### config.mk
export PLATFORM = sky130hd
export DESIGN_NAME = id_ex_stage
export DESIGN_NICKNAME = d
export VERILOG_FILES = /design/src/rtl/mips_pkg.sv /design/src/rtl/id_ex_fwd_mux.sv /design/src/rtl/id_ex_stage.sv
export SDC_FILE = /design/constraint.sdc
export NUM_CORES = 1
export LEC_CHECK = 0
export CELL_PAD_IN_SITES_DETAIL_PLACEMENT = 0
export CELL_PAD_IN_SITES_GLOBAL_PLACEMENT = 2
export CORE_ASPECT_RATIO = 0.8
export CORE_UTILIZATION = 31
export CTS_CLUSTER_DIAMETER = 40
export DETAILED_ROUTE_END_ITERATION = 8
export GPL_TIMING_DRIVEN = 0
export PLACE_DENSITY_LB_ADDON = 0.1
export REMOVE_ABC_BUFFERS = 1
export SLEW_MARGIN = 25
export SYNTH_ARGS = -nofsm -noshare
export SYNTH_HDL_FRONTEND = slang
export SYNTH_HIERARCHICAL = 1
export SYNTH_SLANG_ARGS = --single-unit
### constraint.sdc
create_clock -name clk -period 8.66 [get_ports clk]
set_input_delay 1.732 -clock clk [delete_from_list [all_inputs] [get_ports clk]]
set_output_delay 1.732 -clock clk [all_outputs]
set_load 0.005 [all_outputs]
### src/rtl/mips_pkg.sv
// Shared definitions for the 16-bit MIPS pipeline: widths, ALU opcodes and
// the ID/EX buffer-entry record, plus the immediate sign-extension helper.
// Imported by id_ex_stage and id_ex_fwd_mux.
package mips_pkg;

    localparam int DATA_W = 16;
    localparam int REG_AW = 3;
    localparam int IMM_W  = 6;

    localparam logic [2:0] ALU_ADD = 3'b000;
    localparam logic [2:0] ALU_SUB = 3'b001;
    localparam logic [2:0] ALU_SLL = 3'b010;
    localparam logic [2:0] ALU_SRL = 3'b011;
    localparam logic [2:0] ALU_SRA = 3'b100;

    // One decoded instruction as held in the ID/EX buffer.
    typedef struct packed {
        logic [2:0]        op;
        logic [REG_AW-1:0] rs;
        logic [REG_AW-1:0] rt;
        logic [REG_AW-1:0] rd;
        logic [DATA_W-1:0] rs_data;
        logic [DATA_W-1:0] rt_data;
        logic [DATA_W-1:0] imm_ext;
        logic              use_imm;
        logic              reg_write;
    } id_ex_entry_t;

    // Replicate the immediate's top bit up to the full datapath width.
    function automatic logic [DATA_W-1:0] sign_ext_imm(input logic [IMM_W-1:0] imm);
        return {{(DATA_W-IMM_W){imm[IMM_W-1]}}, imm};
    endfunction

endpackage

### src/rtl/id_ex_fwd_mux.sv
// Operand forwarding select: EX/MEM result, else MEM/WB data, else stored value.
// Latency: purely combinational, zero cycles.
// Backpressure: none; a match needs reg_write, equal rd and a non-zero address.
module id_ex_fwd_mux
    import mips_pkg::*;
(
    input  logic [REG_AW-1:0] addr,
    input  logic [DATA_W-1:0] reg_data,
    input  logic              exmem_reg_write,
    input  logic [REG_AW-1:0] exmem_rd,
    input  logic [DATA_W-1:0] exmem_res,
    input  logic              memwb_reg_write,
    input  logic [REG_AW-1:0] memwb_rd,
    input  logic [DATA_W-1:0] memwb_data,
    output logic [DATA_W-1:0] fwd_data
);

    // Youngest producer wins; r0 is never forwarded since it is hard-wired zero.
    always_comb begin
        fwd_data = reg_data;
        if (exmem_reg_write && (exmem_rd == addr) && (addr != '0)) begin
            fwd_data = exmem_res;
        end else if (memwb_reg_write && (memwb_rd == addr) && (addr != '0)) begin
            fwd_data = memwb_data;
        end
    end

endmodule

### src/rtl/id_ex_stage.sv
// ID/EX 2-entry buffer feeding the ALU; forwarding enabled by macro ID_EX_FWD_EN.
// Latency: entry pushed into an empty buffer is at the head one edge later.
// Backpressure: in_ready drops when 2 entries are held; flush empties the buffer.
module id_ex_stage
    import mips_pkg::*;
(
    input  logic              clk,
    input  logic              rst,
    input  logic              flush,
    input  logic              in_valid,
    output logic              in_ready,
    input  logic [2:0]        in_alu_op,
    input  logic [REG_AW-1:0] in_rs_addr,
    input  logic [REG_AW-1:0] in_rt_addr,
    input  logic [REG_AW-1:0] in_rd_addr,
    input  logic [DATA_W-1:0] in_rs_data,
    input  logic [DATA_W-1:0] in_rt_data,
    input  logic [IMM_W-1:0]  in_imm,
    input  logic              in_use_imm,
    input  logic              in_reg_write,
    input  logic              exmem_reg_write,
    input  logic [REG_AW-1:0] exmem_rd,
    input  logic [DATA_W-1:0] exmem_res,
    input  logic              memwb_reg_write,
    input  logic [REG_AW-1:0] memwb_rd,
    input  logic [DATA_W-1:0] memwb_data,
    output logic              out_valid,
    input  logic              out_ready,
    output logic [2:0]        alu_opcode,
    output logic [DATA_W-1:0] alu_a,
    output logic [DATA_W-1:0] alu_b,
    output logic [DATA_W-1:0] out_rt_data,
    output logic [REG_AW-1:0] out_rd,
    output logic              out_reg_write
);

    logic [1:0]   count;
    logic         wr_ptr;
    logic         rd_ptr;
    id_ex_entry_t buf_q [2];
    id_ex_entry_t new_entry;
    id_ex_entry_t head;
    logic         push;
    logic         pop;
    logic [DATA_W-1:0] rs_fwd;
    logic [DATA_W-1:0] rt_fwd;

    assign in_ready  = (count != 2'd2);
    assign out_valid = (count != 2'd0);
    assign push      = in_valid && in_ready;
    assign pop       = out_valid && out_ready;
    assign head      = buf_q[rd_ptr];

    // Pack the incoming decode fields; the immediate is widened here, once.
    always_comb begin
        new_entry           = '0;
        new_entry.op        = in_alu_op;
        new_entry.rs        = in_rs_addr;
        new_entry.rt        = in_rt_addr;
        new_entry.rd        = in_rd_addr;
        new_entry.rs_data   = in_rs_data;
        new_entry.rt_data   = in_rt_data;
        new_entry.imm_ext   = sign_ext_imm(in_imm);
        new_entry.use_imm   = in_use_imm;
        new_entry.reg_write = in_reg_write;
    end

    // Circular buffer state; flush resets occupancy but leaves payload untouched.
    always_ff @(posedge clk or posedge rst) begin
        if (rst) begin
            count    <= 2'd0;
            wr_ptr   <= 1'b0;
            rd_ptr   <= 1'b0;
            buf_q[0] <= '0;
            buf_q[1] <= '0;
        end else if (flush) begin
            count  <= 2'd0;
            wr_ptr <= 1'b0;
            rd_ptr <= 1'b0;
        end else begin
            if (push) begin
                buf_q[wr_ptr] <= new_entry;
                wr_ptr        <= ~wr_ptr;
            end
            if (pop) begin
                rd_ptr <= ~rd_ptr;
            end
            case ({push, pop})
                2'b10:   count <= count + 2'd1;
                2'b01:   count <= count - 2'd1;
                default: count <= count;
            endcase
        end
    end

`ifdef ID_EX_FWD_EN
    id_ex_fwd_mux u_fwd_rs (
        .addr            (head.rs),
        .reg_data        (head.rs_data),
        .exmem_reg_write (exmem_reg_write),
        .exmem_rd        (exmem_rd),
        .exmem_res       (exmem_res),
        .memwb_reg_write (memwb_reg_write),
        .memwb_rd        (memwb_rd),
        .memwb_data      (memwb_data),
        .fwd_data        (rs_fwd)
    );

    id_ex_fwd_mux u_fwd_rt (
        .addr            (head.rt),
        .reg_data        (head.rt_data),
        .exmem_reg_write (exmem_reg_write),
        .exmem_rd        (exmem_rd),
        .exmem_res       (exmem_res),
        .memwb_reg_write (memwb_reg_write),
        .memwb_rd        (memwb_rd),
        .memwb_data      (memwb_data),
        .fwd_data        (rt_fwd)
    );
`else
    // Without forwarding the forward ports and source addresses have no consumer.
    logic unused_fwd;
    assign unused_fwd = ^{exmem_reg_write, exmem_rd, exmem_res,
                          memwb_reg_write, memwb_rd, memwb_data,
                          head.rs, head.rt};
    assign rs_fwd = head.rs_data;
    assign rt_fwd = head.rt_data;
`endif

    // Drive the ALU from the head entry; an empty buffer presents all zeros.
    always_comb begin
        alu_opcode    = '0;
        alu_a         = '0;
        alu_b         = '0;
        out_rt_data   = '0;
        out_rd        = '0;
        out_reg_write = 1'b0;
        if (out_valid) begin
            alu_opcode    = head.op;
            alu_a         = rs_fwd;
            alu_b         = head.use_imm ? head.imm_ext : rt_fwd;
            out_rt_data   = rt_fwd;
            out_rd        = head.rd;
            out_reg_write = head.reg_write;
        end
    end

endmodule

# [Yosys cells after proc, flatten, opt, wreduce, memory -nomap -nowiden]
# Cells that the tools add are included.
[classes] add_sub_neg=2 n_mul=0 n_div=0 order_cmp=3 n_eq_ne=3 n_shift=0 mux=19 n_bitwise=5 n_reduce_logical=8
[op_table] operator="62-bit two-way mux" count=4
[op_table] operator="124-bit bitwise mux" count=1
[op_table] operator="16-bit two-way mux" count=4
[op_table] operator="62-bit demux with 1-bit select" count=1
[op_table] operator="3-bit two-way mux" count=2
[op_table] operator="2-bit nonzero test" count=3
[op_table] operator="1-bit two-way mux" count=5
[op_table] operator="2-bit >= comparator (second input constant)" count=2
[op_table] operator="1-bit NOT with 2-bit output" count=2
[op_table] operator="2-bit one-hot mux with 2 select lines" count=1
[op_table] operator="1-bit logical AND" count=3
[op_table] operator="1-bit NOT" count=3
[op_table] operator="3-bit nonzero test" count=1
[op_table] operator="2-bit by 1-bit adder with 2-bit output (second input constant)" count=1
[op_table] operator="2-bit by 1-bit equality test with 1-bit output (second input constant)" count=1
[op_table] operator="2-bit equality test (second input constant)" count=1
[op_table] operator="2-bit by 1-bit less-than comparator with 1-bit output (second input constant)" count=1
[op_table] operator="2-bit two-way mux" count=1
[op_table] operator="2-bit inequality test (second input constant)" count=1
[op_table] operator="2-bit AND reduction" count=1
[op_table] operator="2-bit by 1-bit subtractor with 2-bit output (second input constant)" count=1
[word_totals] reg_bits=128 latch_bits=0 mem_bits_rw=0 mem_bits_ro=0 input_bits=97 wordCells=61 mem_count=0

# [Logic depth before layout (Yosys ltp)]
# Gate-level depths: netlist of the first run.
[depth] ltp_word=6 ltp_mapped=6

# [Worst setup path after synthesis of the first run]
# Ideal clock, no wire load.
[synth_path] path_type="register -> output" startpoint="reg count[1]" endpoint="out alu_b[10]" t_arrival_ps=1327 setup_slack_ps=5601 path_stages_with_launch=6 path_cell_list="dfrtp_1 nor2_1 inv_1 o221ai_1 clkbuf_1 a21oi_1"
[synth_between] elab_chain_cells=2
[synth_rtl] element="start: declaration" line_no="id_ex_stage.sv:37" source="logic [1:0] count;"
[synth_rtl] element="start signal: assignment" line_no="id_ex_stage.sv:89" source="2'b10: count <= count + 2'd1;"
[synth_rtl] element="start signal: assignment" line_no="id_ex_stage.sv:90" source="2'b01: count <= count - 2'd1;"
[synth_rtl] element="start signal: assignment" line_no="id_ex_stage.sv:91" source="default: count <= count;"
[synth_rtl] element="2-bit nonzero test" line_no="id_ex_stage.sv:49" source="assign out_valid = (count != 2'd0);"
[synth_rtl] element="via out_valid" line_no="id_ex_stage.sv:27" source="output logic out_valid,"
[synth_rtl] element="16-bit two-way mux" line_no="id_ex_stage.sv:138" source="if (out_valid) begin"
[synth_rtl] element="end: declaration" line_no="id_ex_stage.sv:31" source="output logic [DATA_W-1:0] alu_b,"
# The timed path passes the listed nets, and every way through them passes these cells.

# [Final worst setup path of the first run]
[layout_path] startpoint="reg count[1]" endpoint="out alu_b[7]"
[layout_between] elab_chain_cells=2
[layout_rtl] element="2-bit nonzero test" line_no="id_ex_stage.sv:49"
[layout_rtl] element="16-bit two-way mux" line_no="id_ex_stage.sv:138"
# Every way passes these cells.

==> results of run 1 <==
## how the worst min path moves through the flow
stage                     startpoint          to  slack, ps
after floorplan           buf_q[113]  buf_q[113]        460
after global placement     buf_q[95]   buf_q[95]        470
after detailed placement   buf_q[91]   buf_q[91]        480
after CTS                  buf_q[91]   buf_q[91]        500
after global routing       buf_q[90]   buf_q[90]        510
final                     buf_q[113]  buf_q[113]        490
## metal layers
metal / vias to the layer above / GRT usage [%]
met1: 1501 / 17.60
met2: 64 / 25.05
met4: 0 / 4.048
met5: - / 0
li1: 1442 / -
met3: 10 / 4.426
## final cells by class
class / count / area share, %
flip-flops and latches: 96 / 38.88
multi-input cells: 224 / 31.68
repair buffers: 121 / 20.52
clock buffers: 14 / 4.266
well taps: 184 / 3.720
clock inverters: 2 / 0.6066
inverters: 4 / 0.3235
## power breakdown
part           switching [µW]  internal, µW  total (µW)
registers                68.9           557         626
logic                     125           218         343
clock network             157           240         397
total                     351          1020        1370
## kinds of logic after synthesis
kind of cell	synth area share, %
xor+xnor	0.1945
mux	33.01
compound gates	4.085
flops	53.35
simple gates	5.947
buf+inv	3.417
## cell usage in the layout (no fill, tap or decap), types with 2 or more instances in the layout
cell type | synthesis | layout
a211oi_1 | 10 | 10
a21oi_1 | 15 | 15
buf_16 | 0 | 2
buf_4 | 5 | 2
buf_6 | 4 | 7
buf_8 | 0 | 2
clkbuf_1 | 10 | 3
clkbuf_16 | 0 | 9
clkbuf_8 | 0 | 2
clkdlybuf4s50_1 | 0 | 107
dfrtp_1 | 96 | 95
inv_1 | 4 | 3
mux2_1 | 6 | 6
mux2_2 | 86 | 86
mux2i_1 | 45 | 45
nor2_1 | 41 | 40
nor2b_1 | 5 | 5
o21ai_0 | 2 | 2
## stage by stage
| stage | power, µW | cell area (µm²) |
|---|---|---|
| global placement | 965.3 | 5665 |
| global route | 1455 | 6188 |
| CTS | 1393 | 6182 |
| floorplan | 818.0 | 4364 |
| detailed placement | 984.3 | 5881 |
| finish | 1367 | 6188 |
## registers in the layout, indices dropped and copies added (netlist names)
signal and cells:
wr_ptr 1, count 2, buf_q 92, rd_ptr 1
## worst max-delay path, stage by stage (launching register included)
cell	delay, ps
dfrtp_1	460
nor2_4	380
buf_8	220
buf_16	180
inv_1	80
o221ai_2	220
a21oi_1	90
clkdlybuf4s50_1	470
==> summary.txt, run 1 <==
Global route
  • Initial antenna violation count: 0
  • Grt ovf: 0
  • Vias in the first global route: 3,110
  • First-pass GRT wire length: 16,300 µm
  • Largest net degree at the start of global routing: between 60 and 70
  • Overall routing resource usage: 14.56%

Timing
  • Max Fclk: about 240 MHz
  • Final Hold Vio Count: 0
  • Rel. slew slack: 54.13%
  • Max-slew violation count: 0
  • Slew of the pin with the lowest slew margin: between 600 and 700 ps
  • Setup Skew: 6.051 ps
  • RSZ-0062 raised after global routing: false
  • Setup Viol. Count Final: 0
  • Tcrit/Tclk final: 48.17%
  • Accumulated negative setup slack: 0 ps
  • Min cycle time layout: 4171 ps
  • Setup WS post-layout: approximately 4500 ps
  • Hold slack: around 500 ps

Power and ir drop
  • PD cells: 220.9 nW/µm²
  • Peak VDD IR: 91.82 µV
  • P_leak: ~0.0025 µW

Final layout
  • Multi-input gate area: 1961 µm²
  • Final core utilization: 43.43%
  • ANT cells: 0
  • Share of cells above drive strength 1: 26.03%
  • Fillers: 1,357
  • Fin cells: about 650
  • Nets: 553
  • Area delta synth->final: 37.43%
  • Register area: between 2000 and 2500 µm²

Detailed routing
  • Routed wire length: 10,370 µm
  • Met3 wire len: approximately 560 µm
  • Vias per inst: 4.678
  • Top Metal Used: met4
  • Post-Route M1 WL: between 4000 and 5000 µm
  • Via count: 3,017
  • DRC viols: 0
  • Post-route antenna net violation count: 0
  • TritonRoute pass-1 iters: 4
  • First-iteration detailed-routing DRC count: 65
  • WL met2: 5095 µm
  • Routed wire per std cell: 16.08 µm

Synth
  • Asr flop ratio synth: 100.0%
  • Dominant cells by area after synthesis: dfrtp_1 (53%), mux2_2 (22%), mux2i_1 (10%)
  • Count leader, synth: dfrtp_1
  • Yosys warns: 6
  • Synthesized area: 4503 µm²
  • Cells after synthesis: 347
  • Synth cell count leaders: dfrtp_1 (96), mux2_2 (86), mux2i_1 (45)
  • Sequential element share of the synthesized area: between 50% and 60%
  • EDFF count, synth: 0
  • Post-synth top area cell: dfrtp_1
  • Netlist cell types: 29
  • Yosys top cell area share: approximately 53%
  • Average cell area after synthesis: 12.98 µm²
  • FF+latch count, synth: 96
  • Ys flop type: dfrtp_1

Hold path
  • Hold Crit Depth: 1
  • Min-Delay Path Class: reg2reg

Placement
  • Port-buffer cells: about 110
  • Dpl hpwl: 7344 µm
  • Placed Instances: 629
  • Dpl ws: 4509 ps
  • Routability cong.: just over 0.7

Clock network
  • Hold-fix buffers, CTS: 0
  • Clock slew at reported path FFs: 60 ps
  • # resized after CTS: 0
  • Root buffer cell: clkbuf_16
  • Htree depth: 3
  • CTS sink cnt: 96
  • Worst-Skew Late Latency: 330 ps
  • CTS max path bufs: 2
  • Num CTS Buffers: 9
  • Postcts setup bufs: 0
  • CTS tree: built

Die
  • IO Count: 154
  • Die height: 109.8 µm
  • Initial core utilization: 31.60%
  • Die ar.: between 15,000 and 20,000 µm²
  • Rows: 39
  • Placeable Area: 14,250 µm²
  • Die Wd: 136.8 µm

Run status
  • Run status: finished clean

Setup path
  • Reg2reg path depth: 6
  • CP Data Required Time: 6930 ps
  • Reg2reg setup slack: 6420 ps
  • Critical Path Start Type: flip-flop
  • CP Data Arrival Time: 2440 ps
  • CP Class: reg2out
  • Max Fanout on Critical Path: 21
  • Critical Path End: alu_b[7]
  • Crit end category: output port
  • Reg-to-Reg Start: count[1]
  • Reg2reg end: buf_q[99]
  • Critical path startpoint: count[1]

Job
  • Max Cap Viol: 0
Note: power is estimated with default switching activity, not from simulation.
==> run 2, diff against run 1 <==
--- a/config.mk
+++ b/config.mk
@@ -8,7 +8,7 @@
 export CELL_PAD_IN_SITES_DETAIL_PLACEMENT = 0
 export CELL_PAD_IN_SITES_GLOBAL_PLACEMENT = 2
 export CORE_ASPECT_RATIO = 0.8
-export CORE_UTILIZATION = 31
+export CORE_UTILIZATION = 26
 export CTS_CLUSTER_DIAMETER = 40
 export DETAILED_ROUTE_END_ITERATION = 8
 export GPL_TIMING_DRIVEN = 0
==> constraint.sdc (replaced) <==
create_clock -name clk -period 3.37 [get_ports clk]
set_input_delay 0.674 -clock clk [delete_from_list [all_inputs] [get_ports clk]]
set_output_delay 0.674 -clock clk [all_outputs]
set_load 0.005 [all_outputs]
==> run 2 against run 1 <==
Against the previous run: final cell count up 5.7%; first-iteration DRC count up 14%; clock power rose to 2.6 times the previous value; largest cell class unchanged.
==> summary.txt, run 2 (synthesized netlist as in run 1, its figures left out) <==
Power and ir drop
  • Combinational fraction of design power: 25.1%
  • Switching part of the total power: 26.30%
  • PD cells: 566.9 nW/µm²
  • Total Power: between 3000 and 4000 µW
  • Peak VDD IR: 229.1 µV
  • Power Internal: around 2600 µW
  • P_leak: around 0.0025 µW
  • Net switching power: 930.4 µW
  • Sequential power share: 45.3%
  • Clk pwr share: 29.6%

Clock network
  • CTS sink cnt: 96
  • # resized after CTS: 0
  • CTS tree: built
  • Postcts setup bufs: 0
  • Hold-fix buffers, CTS: 0
  • Root buffer cell: clkbuf_16
  • Worst-Skew Late Latency: approximately 340 ps
  • CTS max path bufs: 2
  • Clock slew at reported path FFs: 60 ps
  • Htree depth: 3
  • Num CTS Buffers: 9

Global route
  • Most Used Layer, Global Route: met2
  • GR Layer Usage met2: between 20% and 30%
  • Largest net degree at the start of global routing: 53
  • First-pass GRT wire length: about 17,000 µm
  • Initial antenna violation count: 0
  • Met3 Use GR: 4.639%
  • Grt met1 use: between 10% and 20%
  • Overall routing resource usage: 12.82%
  • Grt ovf: 0
  • Vias in the first global route: 3,235

Timing
  • Final Hold Vio Count: 0
  • Max Fclk: ~320 MHz
  • Min cycle time layout: between 3000 and 4000 ps
  • Max-slew violation count: 0
  • Slew of the pin with the lowest slew margin: 585.2 ps
  • Tcrit/Tclk final: 94.11%
  • Setup Skew: approximately 5.6 ps
  • RSZ-0062 raised after global routing: false
  • Setup Viol. Count Final: 0
  • Rel. slew slack: 60.69%

Setup path
  • Crit end category: output port
  • Reg-to-Reg Start: count[1]
  • CP top delay family: buffers and inverters
  • CP Depth: 7
  • Critical path's slowest cell: dfrtp_1
  • Critical path cell sequence: nor2_4 -> buf_16 -> inv_1 -> o221ai_1 -> buf_4 -> a21oi_1 -> clkdlybuf4s50_1
  • Reg2reg path depth: 7
  • Reg2reg end: buf_q[30]
  • Critical Path Start Type: flip-flop
  • Max Fanout on Critical Path: 17
  • CP Data Arrival Time: approximately 2500 ps
  • Slowest cell delay on critical path: 470 ps
  • Critical Path End: alu_b[10]
  • CP Data Required Time: 2700 ps
  • Critical path startpoint: count[0]
  • Buf/Inv on CP: 4
  • Reg2reg setup slack: 1230 ps
  • CP Class: reg2out

Placement
  • Port-buffer cells: around 110
  • Post-DP Area: between 5000 and 6000 µm²
  • Dpl hpwl: 7662 µm
  • Routability cong.: 0.6846

Detailed routing
  • Routed wire per std cell: 15.77 µm
  • Routed wire length: about 11,000 µm
  • Post-route antenna net violation count: 0
  • TritonRoute pass-1 iters: 4
  • Vias per inst: 4.444
  • Via count: 3,031
  • DRC viols: 0
  • First-iteration detailed-routing DRC count: 74

Die
  • Die height: 119.7 µm
  • Die Wd: roughly 150 µm
  • Rows: 42
  • Die ar.: roughly 18,000 µm²
  • IO Count: around 150
  • Initial core utilization: 26.86%
  • Placeable Area: 16,760 µm²

Final layout
  • ANT cells: 0
  • Leading cell type in the layout, fill and taps excluded: clkdlybuf4s50_1
  • Max reg flops: 92
  • Share of cells above drive strength 1: 26.62%
  • Commonest cells after routing, fill and taps aside: clkdlybuf4s50_1 (107), dfrtp_1 (95), mux2_2 (86)
  • Fillers: around 1,600
  • Area delta synth->final: 38.59%
  • Largest Register: buf_q
  • Post-route cell area: 6241 µm²
  • Largest regs: buf_q x92, count x2
  • Nets: 554

Run status
  • Run status: finished clean

Hold path
  • Min-Delay Path Class: reg2reg
  • Hold path startpoint: buf_q[113]

Job
  • Max Cap Viol: 0
[run 2: changes by cell type in the layout (fill, tap and decap cells not counted), sizes merged]
cell,previous run,this run
clkinvlp,1,2
clkbuf,14,11
clkinv,0,2
buf,14,15
[run 2: how the worst min path moves through the flow]
stage                      end  slack, ps  cells past startpoint
finish              buf_q[113]        480                      1
global route        buf_q[113]        510                      1
CTS                 buf_q[113]        490                      1
detailed placement   buf_q[87]        470                      1
global placement    buf_q[113]        470                      1
floorplan           buf_q[113]        460                      1
[run 2: power groups by stage]
stage / logic, µW / registers [µW] / clock network (µW)
2_1_floorplan: 521 / 1580 / 0
3_3_place_gp: 858 / 1630 / 0
3_5_place_dp: 907 / 1630 / 0
4_1_cts: 911 / 1610 / 1100
5_1_grt: 976 / 1640 / 1150
6_report: 889 / 1600 / 1050
[run 2: layout make-up]
| cell class | instances | area, µm² | area share (%) |
|---|---|---|---|
| clock buffer | 11 | 252.7 | 4.050 |
| clock inverter | 5 | 55.05 | 0.8821 |
| inverter | 4 | 20.02 | 0.3208 |
| multi-input combinational | 224 | 1954 | 31.32 |
| sequential | 96 | 2406 | 38.55 |
| tap | 220 | 275.3 | 4.411 |
| timing repair buffer | 122 | 1277 | 20.47 |
[run 2: layer usage]
metal | vias to the layer above | wire (µm)
met2 | 70 | 5148
li1 | 1444 | -
met5 | - | 0
met3 | 9 | 629
met4 | 0 | 138
met1 | 1508 | 4836
[run 2: metrics by stage]
step	utilization (%)	instances	hold WS, ps	setup TNS [ps]	worst slack (ps)
detailed placement	35.39	666	474.7	0	358.2
global placement	34.06	651	466.0	-361830	-2022
finish	37.23	682	481.1	0	198.4
floorplan	-	324	457.4	0	190.6
CTS	37.23	682	489.7	0	112.4
global route	37.23	682	508.0	0	21.00
==> run 3, diff against run 2 <==
--- a/config.mk
+++ b/config.mk
@@ -11,9 +11,11 @@
 export CORE_UTILIZATION = 26
 export CTS_CLUSTER_DIAMETER = 40
 export DETAILED_ROUTE_END_ITERATION = 8
+export GPL_ROUTABILITY_DRIVEN = 1
 export GPL_TIMING_DRIVEN = 0
 export PLACE_DENSITY_LB_ADDON = 0.1
 export REMOVE_ABC_BUFFERS = 1
+export SKIP_CTS_REPAIR_TIMING = 1
 export SLEW_MARGIN = 25
 export SYNTH_ARGS = -nofsm -noshare
 export SYNTH_HDL_FRONTEND = slang
==> results of run 3 <==
Final layout, timing and power as in run 2 (identical DEF).
